File: src/rtl/memory_stage.sv
// memory_stage: pipeline memory stage with a data-memory request FSM, alignment check and bus timeout.
module memory_stage #(
    parameter int N       = 64,
    parameter int TIMEOUT = 16
) (
    input  logic         clk,
    input  logic         reset,
    input  logic         valid_E,
    input  logic         memRead_E,
    input  logic         memWrite_E,
    input  logic         Branch_E,
    input  logic [N-1:0] aluResult_E,
    input  logic [N-1:0] writeData_E,
    input  logic [N-1:0] PCBranch_E,
    input  logic         zero_E,
    input  logic         dm_ack,
    input  logic [N-1:0] dm_rdata,
    output logic         dm_req,
    output logic         dm_we,
    output logic [N-1:0] dm_addr,
    output logic [N-1:0] dm_wdata,
    output logic         stall_M,
    output logic         valid_M,
    output logic         PCSrc_M,
    output logic [N-1:0] aluResult_M,
    output logic [N-1:0] readData_M,
    output logic [N-1:0] PCBranch_M,
    output logic         exc_M,
    output logic [1:0]   excCode_M
);
    localparam int CW = $clog2(TIMEOUT + 1);
    typedef enum logic {IDLE, ACCESS} state_t;
    state_t        state;
    logic [CW-1:0] cnt;
    logic          memRead_M, memWrite_M, branch_M, zero_M;
    logic [N-1:0]  writeData_M;
    logic          mem_op, misaligned;
    assign mem_op     = valid_E & (memRead_E | memWrite_E);
    assign misaligned = mem_op & (|aluResult_E[2:0]);
    assign stall_M    = state == ACCESS;
    assign dm_req     = state == ACCESS;
    assign dm_we      = (state == ACCESS) & memWrite_M;
    assign dm_addr    = aluResult_M;
    assign dm_wdata   = writeData_M;
    assign PCSrc_M    = valid_M & branch_M & zero_M & ~exc_M;
    // M registers only load in IDLE, so the request channel stays stable for the whole access
    always_ff @(posedge clk or negedge reset) begin
        if (!reset) begin
            state       <= IDLE;
            cnt         <= '0;
            memRead_M   <= 1'b0;
            memWrite_M  <= 1'b0;
            branch_M    <= 1'b0;
            zero_M      <= 1'b0;
            aluResult_M <= '0;
            writeData_M <= '0;
            PCBranch_M  <= '0;
            readData_M  <= '0;
            valid_M     <= 1'b0;
            exc_M       <= 1'b0;
            excCode_M   <= 2'b00;
        end else if (state == IDLE) begin
            memRead_M   <= memRead_E;
            memWrite_M  <= memWrite_E;
            branch_M    <= Branch_E;
            zero_M      <= zero_E;
            aluResult_M <= aluResult_E;
            writeData_M <= writeData_E;
            PCBranch_M  <= PCBranch_E;
            cnt         <= '0;
            state       <= (mem_op & ~misaligned) ? ACCESS : IDLE;
            valid_M     <= valid_E & ~(mem_op & ~misaligned);
            exc_M       <= misaligned;
            excCode_M   <= misaligned ? 2'b01 : 2'b00;
        end else if (dm_ack) begin
            state   <= IDLE;
            valid_M <= 1'b1;
            if (memRead_M & ~memWrite_M) readData_M <= dm_rdata;
        end else if (cnt == CW'(TIMEOUT - 1)) begin
            state     <= IDLE;
            valid_M   <= 1'b1;
            exc_M     <= 1'b1;
            excCode_M <= 2'b10;
        end else begin
            cnt <= cnt + 1'b1;
        end
    end
endmodule

File: config.mk
export PLATFORM = sky130hd
export DESIGN_NAME = memory_stage
export DESIGN_NICKNAME = d
export VERILOG_FILES = /design/src/rtl/memory_stage.sv
export SDC_FILE = /design/constraint.sdc
export NUM_CORES = 1
export LEC_CHECK = 0
export CAP_MARGIN = 25
export CORE_AREA = 5 5 230 232
export CTS_CLUSTER_DIAMETER = 100
export DETAILED_ROUTE_END_ITERATION = 8
export DIE_AREA = 0 0 235 237
export PLACE_DENSITY_LB_ADDON = 0.12
export SYNTH_ARGS = -nofsm -noshare
export SYNTH_HDL_FRONTEND = slang
export SYNTH_SLANG_ARGS = --single-unit
File: constraint.sdc
create_clock -name clk -period 3.4 [get_ports clk]
set_input_delay 0.85 -clock clk [delete_from_list [all_inputs] [get_ports clk]]
set_output_delay 0.85 -clock clk [all_outputs]
set_load 0.005 [all_outputs]
==> results_dict.tcl <==
set metrics [dict create \
    synth_top_area_cell "dfrtp_1" \
    yosysUniqueCellTypes 30 \
    die_w_um 235 \
    layout.cells.non_filler 1918 \
    yosys_warnings 0 \
    cts_buffer_depth 3 \
    final_nets 1473 \
    postCtsHoldBufs 0 \
    synth_top_family_by_area "multiplexers" \
    core-area_um2 50780 \
    start_util 0.2149 \
    clk_latency_ns 0.53 \
    synth_cells 660 \
    p_int_mw 7.234 \
    maxCapViolations 0 \
    grt.total_usage 0.1325 \
    p_leak_nw 7.642 \
    synth_compound_area_frac 0.006536 \
    post-route-period-util 0.7836 \
    period_needed_ns 2.664 \
    slew_violations 0 \
    vias_per_cell 3.842 \
    timing.critical_path.from "dm_req" \
    r2r-start "dm_req" \
    power_frac_seq 0.401 \
    worst_ep_required_time_ns 2.55 \
    grt_antenna_before_repair 4 \
    drt_iter0_drc 175 \
    synthTopCellsByArea "dfrtp_1, mux2_2, mux2_4" \
    synth_xor_area_frac 0.001605 \
    io_pins 592 \
    finClkSkew_ns 0.02493 \
    cts-htree-levels 2 \
    wirelength_um 38320 \
    synth_edf_count 0 \
    slew_headroom 0.3853 \
    total_power_mw 9.434 \
    cts-root-buf "clkbuf_16" \
    setup_violations 0 \
    synth_top_flop_cell "dfrtp_1" \
    rr_endpoint "dm_wdata[18]" \
    power.combinational.fraction 0.193 \
    numCtsBuffers 36 \
    dieArea_um2 55700 \
    max_freq_mhz 375.3 \
    syn2layout_area_growth_pct 67.65 \
    syn_nets 926 \
    post_cts_buffers 0 \
    overflow 0 \
    place_congestion 0.7235 \
    worst-setup-path-type "flop to primary output" \
    path_clk_slew_ns 0.06 \
    drtAntennaViolNets 0 \
    critPathSlowestCell "dfrtp_4" \
    vias 7368 \
    io_buffer_count 591 \
    cp-end-kind "primary output" \
    reg2regPathDepth 2 \
    timing.critical_path.cells "and2_1 -> clkdlybuf4s50_1" \
    cts.sinks 270 \
    wire_per_inst_um 19.98 \
    cts_tree "done" \
    grt_max_degree 139 \
    num_rows 83 \
    worst_pin_slew_ns 0.9220 \
    yosys.area_share.simple 0.01043 \
    drtPass1Iterations 4 \
    rrSetupSlack_ns 1.47 \
    crit_fanout 17 \
    cp_num_buf_inv 1 \
    synth_seq_cells 270 \
    fillers 4960 \
    status "finished, final reports clean" \
    hold_viol 0 \
    rsz0062_at_grt "no" \
    drc 0 \
    synth_adder_area_share 0.002293 \
    power.density_nw_per_um2 515.7 \
    dp_hpwl_um 28950 \
    dieHeight_um 237 \
    clkPwrFrac 0.406 \
    synth_area_um2 10910 \
    grt_pass1_vias 8061 \
    switching_share 0.2332 \
    finalSetupTns_ns 0 \
    critical_path_arrival_ns 1.81 \
    hold_class "input pin to asynchronous set/reset pin" \
    cts-resized-gates 0 \
    yosysTopAreaCellShare 0.6192 \
    layout_commonest_cell "clkdlybuf4s50_1" \
    syn_area_per_cell_um2 16.53 \
    grt_pass1_wl_um 56090 \
    start_kind "flop" \
    ys_async_sr_fraction 1.000 \
    dp_cells 1849 \
    path_delay_family "flip-flops" \
    yosysSeqAreaShare 0.6192 \
    drive_above_1_share 0.2664 \
    ir_worst_vdd_mv 0.4103 \
    max_stage_delay_ns 0.60 \
    layout_common_cells "clkdlybuf4s50_1, dfrtp_1, mux2_2" \
    synth_mux_area_frac 0.2899 \
    p_switching_mw 2.200 \
]
final cells by class:
cell class / count / area, µm² / area share
clock inverter: 7 / 101.3 / 0.005540
inverter: 1 / 3.754 / 0.0002052
clock buffer: 59 / 1099 / 0.06005
multi-input combinational: 294 / 3391 / 0.1853
tap: 680 / 850.8 / 0.04651
timing repair buffer: 604 / 6081 / 0.3324
antenna: 3 / 7.507 / 0.0004104
sequential: 270 / 6760 / 0.3695
per-layer routing:
layer,share of wire,track usage,up-vias
met2,0.52,0.2337,277
li1,-,-,3335
met3,0.082,0.05125,56
met5,0.00018,0,-
met4,0.025,0.04477,2
met1,0.37,0.1467,3698
power by group through the flow:
stage	registers (mW)	clock network [mW]	logic (mW)
after floorplan	3.83	0	0.573
after global placement	3.83	0	1.86
after detailed placement	3.84	0	1.86
after CTS	3.79	4.02	1.87
after global routing	3.83	4.15	1.94
final	3.78	3.83	1.82
Yosys cell counts (all sizes together), types with 2 or more instances:
master / number
o21ai: 3
xor2: 2
nand2: 4
dfrtp: 270
nor2: 2
and2: 3
o31ai: 2
buf: 94
nor3b: 2
nand2b: 2
mux2: 260
ha: 2
state kept, by name (all words and copies together), names as in the netlist, 2 cells and up:
| name | count |
|---|---|
| aluResult_M | 64 |
| dm_wdata | 64 |
| readData_M | 64 |
| cnt | 5 |
| excCode_M | 2 |
| PCBranch_M | 64 |
kinds of logic (layout without fill, tap and decap cells):
family / Yosys count / count (layout)
flops: 270 / 270
mux: 261 / 261
buf+inv: 96 / 671
simple gates: 19 / 19
compound gates: 10 / 10
fa+ha+maj: 2 / 2
xor+xnor: 2 / 2
other cells: 0 / 3
how the worst max path moves through the flow:
stage,end,depth (start not counted)
after floorplan,dm_we,3
after global placement,valid_M,5
after detailed placement,valid_M,5
after CTS,dm_we,2
after global routing,dm_we,2
final,dm_we,2
stage by stage:
step | util | hold slack, ns | area (µm²) | setup WS, ns
finish | 0.3602 | 0.3235 | 18290 | 0.7357
floorplan | - | 0.4718 | 10910 | 1.536
detailed placement | 0.3365 | 0.4901 | 17090 | 0.7792
CTS | 0.3601 | 0.3154 | 18290 | 0.6479
global placement | 0.3365 | 0.4869 | 17090 | 0.7589
global route | 0.3602 | 0.3345 | 18290 | 0.6173
(Power assumes the default switching activity.)
